File: src/rtl/io_flag_controller_pkg.sv
// Shared types and defaults for the keyboard/VGA flag controller.
package io_flag_controller_pkg;

  localparam int unsigned DATA_W          = 8;
  localparam int unsigned ERR_W           = 3;
  localparam int unsigned DEF_FIFO_DEPTH  = 4;
  localparam int unsigned DEF_OUT_TIMEOUT = 4096;

  typedef enum logic {
    O_IDLE = 1'b0,
    O_BUSY = 1'b1
  } out_state_e;

  // Sticky error flags; packing order gives overflow at bit 0
  typedef struct packed {
    logic timeout;
    logic out_busy;
    logic overflow;
  } err_flags_t;

endpackage

File: src/rtl/io_sync_edge.sv
// Two-flop synchroniser for an asynchronous level, followed by a rising-edge pulse.
module io_sync_edge (
  input  logic clock,
  input  logic clr_n,
  input  logic async_in,
  output logic evt_c
);

  logic meta_q, meta_d;
  logic sync_q, sync_d;
  logic prev_q, prev_d;

  always_comb begin
    meta_d = async_in;
    sync_d = meta_q;
    prev_d = sync_q;
  end

  always_ff @(posedge clock or negedge clr_n) begin
    if (!clr_n) begin
      meta_q <= 1'b0;
      sync_q <= 1'b0;
      prev_q <= 1'b0;
    end else begin
      meta_q <= meta_d;
      sync_q <= sync_d;
      prev_q <= prev_d;
    end
  end

  // One-cycle pulse per rising edge of the synchronised level
  assign evt_c = sync_q & ~prev_q;

endmodule

File: src/rtl/io_flag_controller.sv
// Keyboard FIFO (INPR/FGI), timed display handshake (OUTR/FGO) and IEN/interrupt request
// between the CPU control unit and io_interface.
module io_flag_controller
  import io_flag_controller_pkg::*;
#(
  parameter int unsigned FIFO_DEPTH  = DEF_FIFO_DEPTH,
  parameter int unsigned OUT_TIMEOUT = DEF_OUT_TIMEOUT
) (
  input  logic              clock,
  input  logic              clr_n,
  input  logic [DATA_W-1:0] kbd_data,
  input  logic              kbd_arrived,
  input  logic              vga_went,
  input  logic              cpu_inp,
  input  logic              cpu_out,
  input  logic              cpu_ion,
  input  logic              cpu_iof,
  input  logic              cpu_int_ack,
  input  logic [DATA_W-1:0] cpu_ac,
  output logic [DATA_W-1:0] inpr,
  output logic [DATA_W-1:0] outr,
  output logic              fgi,
  output logic              fgo,
  output logic              ien,
  output logic              int_req,
  output logic [ERR_W-1:0]  err_flags
);

  localparam int unsigned PTR_W = $clog2(FIFO_DEPTH);
  localparam int unsigned CNT_W = $clog2(FIFO_DEPTH) + 1;
  localparam int unsigned TMR_W = $clog2(OUT_TIMEOUT);

  logic kbd_evt;
  logic went_evt;

  logic [DATA_W-1:0] mem_q [FIFO_DEPTH];
  logic [DATA_W-1:0] mem_d [FIFO_DEPTH];
  logic [PTR_W-1:0]  wr_ptr_q, wr_ptr_d;
  logic [PTR_W-1:0]  rd_ptr_q, rd_ptr_d;
  logic [CNT_W-1:0]  cnt_q, cnt_d;
  logic [DATA_W-1:0] inpr_q, inpr_d;
  logic              fgi_q, fgi_d;

  out_state_e        state_q, state_d;
  logic [TMR_W-1:0]  timer_q, timer_d;
  logic [DATA_W-1:0] outr_q, outr_d;
  logic              fgo_q, fgo_d;

  logic              ien_q, ien_d;
  logic              int_req_q, int_req_d;
  err_flags_t        err_q, err_d;

  logic fifo_full_c;
  logic push_ok_c;
  logic pop_ok_c;
  logic ovf_c;
  logic busy_err_c;
  logic tmo_c;
  logic ien_clr_c;

  io_sync_edge u_kbd_sync (
    .clock    (clock),
    .clr_n    (clr_n),
    .async_in (kbd_arrived),
    .evt_c    (kbd_evt)
  );

  io_sync_edge u_went_sync (
    .clock    (clock),
    .clr_n    (clr_n),
    .async_in (vga_went),
    .evt_c    (went_evt)
  );

  // A push into a full FIFO still lands when a pop frees the head slot in the same cycle
  always_comb begin
    fifo_full_c = (cnt_q == CNT_W'(FIFO_DEPTH));
    pop_ok_c    = cpu_inp && (cnt_q != '0);
    push_ok_c   = kbd_evt && (!fifo_full_c || pop_ok_c);
    ovf_c       = kbd_evt && fifo_full_c && !pop_ok_c;
  end

  always_comb begin
    mem_d    = mem_q;
    wr_ptr_d = wr_ptr_q;
    rd_ptr_d = rd_ptr_q;
    cnt_d    = cnt_q;
    if (push_ok_c) begin
      mem_d[wr_ptr_q] = kbd_data;
      wr_ptr_d        = wr_ptr_q + PTR_W'(1);
    end
    if (pop_ok_c) begin
      rd_ptr_d = rd_ptr_q + PTR_W'(1);
    end
    if (push_ok_c && !pop_ok_c) begin
      cnt_d = cnt_q + CNT_W'(1);
    end else if (!push_ok_c && pop_ok_c) begin
      cnt_d = cnt_q - CNT_W'(1);
    end
    inpr_d = mem_d[rd_ptr_d];
    fgi_d  = (cnt_d != '0);
  end

  // Output handshake: a simultaneous went_evt and timeout counts as normal completion
  always_comb begin
    state_d    = state_q;
    timer_d    = timer_q;
    outr_d     = outr_q;
    fgo_d      = fgo_q;
    busy_err_c = 1'b0;
    tmo_c      = 1'b0;
    case (state_q)
      O_IDLE: begin
        fgo_d = 1'b1;
        if (cpu_out) begin
          outr_d  = cpu_ac;
          fgo_d   = 1'b0;
          timer_d = '0;
          state_d = O_BUSY;
        end
      end
      O_BUSY: begin
        fgo_d      = 1'b0;
        timer_d    = timer_q + TMR_W'(1);
        busy_err_c = cpu_out;
        if (went_evt) begin
          fgo_d   = 1'b1;
          timer_d = '0;
          state_d = O_IDLE;
        end else if (timer_q == TMR_W'(OUT_TIMEOUT - 1)) begin
          fgo_d   = 1'b1;
          timer_d = '0;
          tmo_c   = 1'b1;
          state_d = O_IDLE;
        end
      end
      default: begin
        state_d = O_IDLE;
      end
    endcase
  end

  // Any IEN clear beats a same-cycle set and drops int_req on the same edge
  always_comb begin
    ien_clr_c = cpu_iof || cpu_int_ack;
    ien_d     = ien_q;
    int_req_d = ien_q && (fgi_q || fgo_q);
    if (ien_clr_c) begin
      ien_d     = 1'b0;
      int_req_d = 1'b0;
    end else if (cpu_ion) begin
      ien_d = 1'b1;
    end
  end

  always_comb begin
    err_d = err_q;
    if (ovf_c) begin
      err_d.overflow = 1'b1;
    end
    if (busy_err_c) begin
      err_d.out_busy = 1'b1;
    end
    if (tmo_c) begin
      err_d.timeout = 1'b1;
    end
  end

  always_ff @(posedge clock or negedge clr_n) begin
    if (!clr_n) begin
      for (int unsigned i = 0; i < FIFO_DEPTH; i++) begin
        mem_q[i] <= '0;
      end
      wr_ptr_q  <= '0;
      rd_ptr_q  <= '0;
      cnt_q     <= '0;
      inpr_q    <= '0;
      fgi_q     <= 1'b0;
      state_q   <= O_IDLE;
      timer_q   <= '0;
      outr_q    <= '0;
      fgo_q     <= 1'b1;
      ien_q     <= 1'b0;
      int_req_q <= 1'b0;
      err_q     <= '0;
    end else begin
      mem_q     <= mem_d;
      wr_ptr_q  <= wr_ptr_d;
      rd_ptr_q  <= rd_ptr_d;
      cnt_q     <= cnt_d;
      inpr_q    <= inpr_d;
      fgi_q     <= fgi_d;
      state_q   <= state_d;
      timer_q   <= timer_d;
      outr_q    <= outr_d;
      fgo_q     <= fgo_d;
      ien_q     <= ien_d;
      int_req_q <= int_req_d;
      err_q     <= err_d;
    end
  end

  assign inpr      = inpr_q;
  assign outr      = outr_q;
  assign fgi       = fgi_q;
  assign fgo       = fgo_q;
  assign ien       = ien_q;
  assign int_req   = int_req_q;
  assign err_flags = err_q;

endmodule

File: config.mk
export PLATFORM = sky130hd
export DESIGN_NAME = io_flag_controller
export DESIGN_NICKNAME = d
export VERILOG_FILES = /design/src/rtl/io_flag_controller_pkg.sv /design/src/rtl/io_sync_edge.sv /design/src/rtl/io_flag_controller.sv
export SDC_FILE = /design/constraint.sdc
export NUM_CORES = 1
export LEC_CHECK = 0
export CORE_MARGIN = 2
export CORE_UTILIZATION = 34
export DETAILED_ROUTE_END_ITERATION = 10
export GPL_TIMING_DRIVEN = 0
export PLACE_DENSITY = 0.53
export SYNTH_ARGS = -nofsm -noshare
export SYNTH_HDL_FRONTEND = slang
export SYNTH_SLANG_ARGS = --single-unit
File: constraint.sdc
create_clock -name clock -period 2.3 [get_ports clock]
set_clock_uncertainty 0.2 [all_clocks]
set_input_delay 0.46 -clock clock [delete_from_list [all_inputs] [get_ports clock]]
set_output_delay 0.46 -clock clock [all_outputs]
set_load 0.005 [all_outputs]
==> impl.org, run 1 <==
** Synth
- Synthesized-area fraction occupied by ao, oa, aoi and oai cells :: 22.9%
- Ranked by total cell area, the synthesized netlist is headed by sky130_fd_sc_hd__dfrtp_1, sky130_fd_sc_hd__a21boi_0, sky130_fd_sc_hd__a221oi_1.
- Multiplexer share of the synthesized area :: 5.15%
- Post-synthesis cell type count :: 54
- Register area share after synthesis :: 51.9%
- After Yosys synthesis, XOR and XNOR cells account for 0.448% of the synthesized area.
- The number of nets handed over by synthesis was 367.
- Averaged over all synthesized cells, the footprint is approximately 12 um^2.
- The synthesized design spends more area on one cell type than any other, namely sky130_fd_sc_hd__dfrtp_1.
- Share of flip-flops with an asynchronous set or reset after synthesis :: 100%
- Total of warnings raised by yosys :: 0
- Synth Area in Simple Gates :: 12.0%
- Leading register cell type out of synthesis :: sky130_fd_sc_hd__dfrtp_1
- Synthesis produced 334 cells.
- Total of flip-flops plus latches after synthesis :: 81
- Area share of the leading cell type in the synthesized netlist :: 51.2%
- Counting flops with a built-in enable in the synthesized netlist gives 0.
- After synthesis, the largest family of logic cells by area is compound AO/OA/AOI/OAI gates.
- Mapped Area :: ~4000 um^2
- The synthesized netlist devotes 2.56% of its cell area to adder and majority cells.

** Floorplanning
- Once the floorplan was initialized, standard cells occupied 34.5% of the core.
- Die H :: 111 um
- Count of standard-cell rows :: 39
- In this run the count of I/O pins placed on the die edge is 48.
- The die is roughly 110 um wide.
- The core region is 11300 um^2.
- The floorplan step defined a die boundary enclosing 12400 um^2.

** Global routing
- The total overflow left after global routing is 0.
- Global routing used between 15 and 20% of the available tracks across all layers.
- Antenna violations before repair :: 0
- Number of global-route vias before repair :: 2829
- Pin count of the biggest net entering global routing :: slightly above 50
- Wire length of the first global-routing pass :: 15300 um

** Finish
- Finished layout cell area :: 5140 um^2
- Of the cells placed in the final design, the portion with a size suffix greater than 1 is 22.6%.
- Once layout is complete, the cells apart from fillers number ~550.
- The number of antenna diodes in the final layout is 0.
- Fill cells in the final layout number 1074.
- The area growth from synthesis to layout is 31.4%.
- The net count of the finished layout is 431.

** Power
- Across the VDD grid, the largest voltage drop is 476 uV.
- Static power due to leakage :: roughly 2.3 nW
- Internal power consumption :: 4.07 mW
- Of the total power, the clock network draws 22.5%.
- In this run switching power makes up 33.2% of total power.
- Registers are responsible for about 35% of the overall power.
- Combinational Power Share :: 42.1%
- Net load switching power :: 2.02 mW
- Dividing total power by cell area gives a power density of 1190 nW/um^2.
- After layout, the design draws a total of 6.09 mW.

** Placed design
- In this run the cell area measured after placement is around 4600 um^2.
- Estimated wirelength of the detail-placed design :: 6320 um
- Pre-CTS setup slack :: -361 ps
- In this run, placement finished with an instance count of 525.
- The congestion estimate from routability-driven global placement came to 0.787.
- Port buffering added 47 buffers.

** Setup path
- Worst Path Max Fanout :: 10
- Category of the critical setup timing path :: reg -> reg
- Data on the critical path arrives at its endpoint at about 2200 ps.
- Worst setup EP type :: flip-flop
- Category of the worst setup path launch point :: flip-flop
- At the worst endpoint, the required time is roughly 2300 ps.

** Clock network
- H-Tree Level Count :: 3
- Buffers inserted during clock tree synthesis total 9.
- CTS saw 81 sinks.
- Worst-Skew Late Latency :: ~340 ps
- TritonCTS built the clock tree.
- The tree is rooted in a sky130_fd_sc_hd__clkbuf_16.
- In this run the deepest clock path goes through 2 buffers.
- Clock transition at path regs :: 60 ps

** Route
- For this block, the via count after detailed routing is 2882.
- The detail route stage leaves a number of antenna-violating nets equal to 0.
- The first detailed-routing pass ran for 4 iterations.
- In the routed design, unresolved DRC markers number 0.
- Starting DRC count in detailed routing :: 126
- Routed wirelength normalized by instance count :: about 17 um
- Detailed-route wire length :: ~9500 um
- Detailed-route vias per instance :: 5.29

** Timing
- Final critical delay including setup and external delays :: 2220 ps
- Count of endpoints failing setup in the final report :: 0
- Setup repair after global routing could not meet its margin everywhere.
- FMAX :: around 0.45 GHz
- Across all setup checks in the final design, the least slack found is 84.1 ps.
- Worst slew pin tran :: 717 ps
- Portion of the clock cycle consumed by the worst path in the final layout :: 96.3%
- Number of pins with negative max-slew slack in the final report :: 0
- The number of hold violations in the final report was 0.
- Headroom to the max-slew limit came out at 51.7%.
- Hold is met by 141 ps.

** Outcome
- The run finished with clean final reports.

** Job
- Number of max-capacitance violations reported :: 0

** Min path
- The path class of the tightest hold or removal check is reg -> reg.
==> final timing paths <==
kind | startpoint | to | slack [ps] | cells after the start
max in group asynchronous | clr_n | fgo | 820 | 3
max | wr_ptr_q[0] | inpr[6] | 80 | 9
min reg2reg | u_went_sync.meta_q | u_went_sync.prev_d | 140 | 0
min in group asynchronous | clr_n | mem_q[2] | 430 | 2
max reg2reg | wr_ptr_q[0] | inpr[6] | 80 | 9
min | u_went_sync.meta_q | u_went_sync.prev_d | 140 | 0
==> sequential cells by signal, indices dropped and copies added (netlist names), 2 cells and up <==
signal and flops:
inpr 8, err_flags 3, timer_q 12, outr 8, mem_q 32, cnt_q 3
wr_ptr_q 2, rd_ptr_q 2
==> placed cells by master (no fill, tap or decap), types with 7 or more instances in the layout <==
| cell | instances |
|---|---|
| sky130_fd_sc_hd__a2111oi_2 | 14 |
| sky130_fd_sc_hd__a21boi_0 | 14 |
| sky130_fd_sc_hd__a21boi_1 | 8 |
| sky130_fd_sc_hd__a21o_1 | 18 |
| sky130_fd_sc_hd__a221oi_1 | 8 |
| sky130_fd_sc_hd__and2_1 | 7 |
| sky130_fd_sc_hd__and3_1 | 12 |
| sky130_fd_sc_hd__buf_4 | 7 |
| sky130_fd_sc_hd__buf_6 | 8 |
| sky130_fd_sc_hd__clkbuf_16 | 9 |
| sky130_fd_sc_hd__clkdlybuf4s50_1 | 46 |
| sky130_fd_sc_hd__dfrtp_1 | 80 |
| sky130_fd_sc_hd__ha_1 | 7 |
| sky130_fd_sc_hd__inv_1 | 15 |
| sky130_fd_sc_hd__mux2_2 | 9 |
| sky130_fd_sc_hd__mux2i_1 | 10 |
| sky130_fd_sc_hd__nand2_1 | 14 |
| sky130_fd_sc_hd__nand4_1 | 7 |
| sky130_fd_sc_hd__o21ai_0 | 9 |
| sky130_fd_sc_hd__or2_2 | 9 |
==> critical path, cell delays in order, from the launching register on <==
cell	delay, ps
sky130_fd_sc_hd__dfrtp_1	390
sky130_fd_sc_hd__inv_2	70
sky130_fd_sc_hd__ha_1	180
sky130_fd_sc_hd__and3b_1	170
sky130_fd_sc_hd__clkbuf_4	180
sky130_fd_sc_hd__and2_1	160
sky130_fd_sc_hd__buf_4	190
sky130_fd_sc_hd__buf_6	160
sky130_fd_sc_hd__a221oi_2	300
sky130_fd_sc_hd__a2111oi_2	70
==> stage by stage <==
stage                     setup TNS, ps  utilization [%]
after CTS                         -24.2             43.5
after global placement          -208140             40.3
final                                 0             45.4
after detailed placement          -2280             40.5
after global routing              -9.46             45.4
after floorplan                       0                -
==> cells in the mapped netlist (4+ instances only) <==
master,count
sky130_fd_sc_hd__a21boi_0,24
sky130_fd_sc_hd__or2_2,9
sky130_fd_sc_hd__nor2_1,4
sky130_fd_sc_hd__ha_1,8
sky130_fd_sc_hd__a221oi_1,16
sky130_fd_sc_hd__and2_1,7
sky130_fd_sc_hd__o21ai_0,9
sky130_fd_sc_hd__dfrtp_1,80
sky130_fd_sc_hd__a21o_1,18
sky130_fd_sc_hd__inv_1,17
sky130_fd_sc_hd__nor2b_1,4
sky130_fd_sc_hd__mux2i_1,10
sky130_fd_sc_hd__nand4_1,7
sky130_fd_sc_hd__a31oi_1,6
sky130_fd_sc_hd__mux2_2,9
sky130_fd_sc_hd__nand3_1,5
sky130_fd_sc_hd__and3_1,12
sky130_fd_sc_hd__buf_6,7
sky130_fd_sc_hd__nand2_1,14
sky130_fd_sc_hd__a2111oi_1,8
sky130_fd_sc_hd__buf_2,4
sky130_fd_sc_hd__a2111oi_0,8
==> routing by layer <==
metal | track usage (%) | wire length [um] | vias to the layer above
li1 | - | - | 1389
met1 | 22.7 | 4560 | 1445
met2 | 23.4 | 4430 | 38
met3 | 3.77 | 324 | 10
met4 | 5.68 | 146 | 0
met5 | 0 | 0 | -
==> area by class of cell <==
class / count / area (um^2) / area share [%]
multi-input combinational: 219 / 1910 / 37.2
clock inverter: 3 / 15.0 / 0.292
buffer: 17 / 139 / 2.70
tap: 143 / 179 / 3.48
clock buffer: 12 / 267 / 5.19
inverter: 17 / 63.8 / 1.24
sequential: 81 / 2030 / 39.5
timing repair buffer: 53 / 536 / 10.4
==> logic make-up after synthesis <==
group / count (synthesis)
AOI/OAI and AO/OA: 113
DFF: 81
and+or+nand+nor: 77
buffers and inverters: 34
muxes: 19
adders and majority gates: 8
xor gates and xnor gates: 2
==> what timing repair did <==
| action | 4_1_cts | 5_1_grt |
|---|---|---|
| gates resized for setup | 12 | 45 |
| endpoints found under the setup margin | 8 | 8 |
| hold buffers | 1 | 0 |
| pin swaps | 0 | 2 |
| cloned | 0 | 0 |
| setup buffers | 0 | 4 |
| hold endpoints to repair | 31 | 0 |
==> power by group through the flow <==
stage | clock network [mW] | logic [mW] | registers [mW]
6_report | 1.37 | 2.56 | 2.16
5_1_grt | 1.48 | 2.80 | 2.22
4_1_cts | 1.40 | 2.21 | 2.15
3_5_place_dp | 0 | 2.11 | 2.17
3_3_place_gp | 0 | 2.07 | 2.16
2_1_floorplan | 0 | 1.34 | 2.15
(Power assumes the default switching activity.)
==> inputs of run 2 (changes only) <==
Settings changed: ABC_AREA from default to 0.
==> results of run 2 <==
The final DEF is identical to that of run 1; final timing and power are the same.
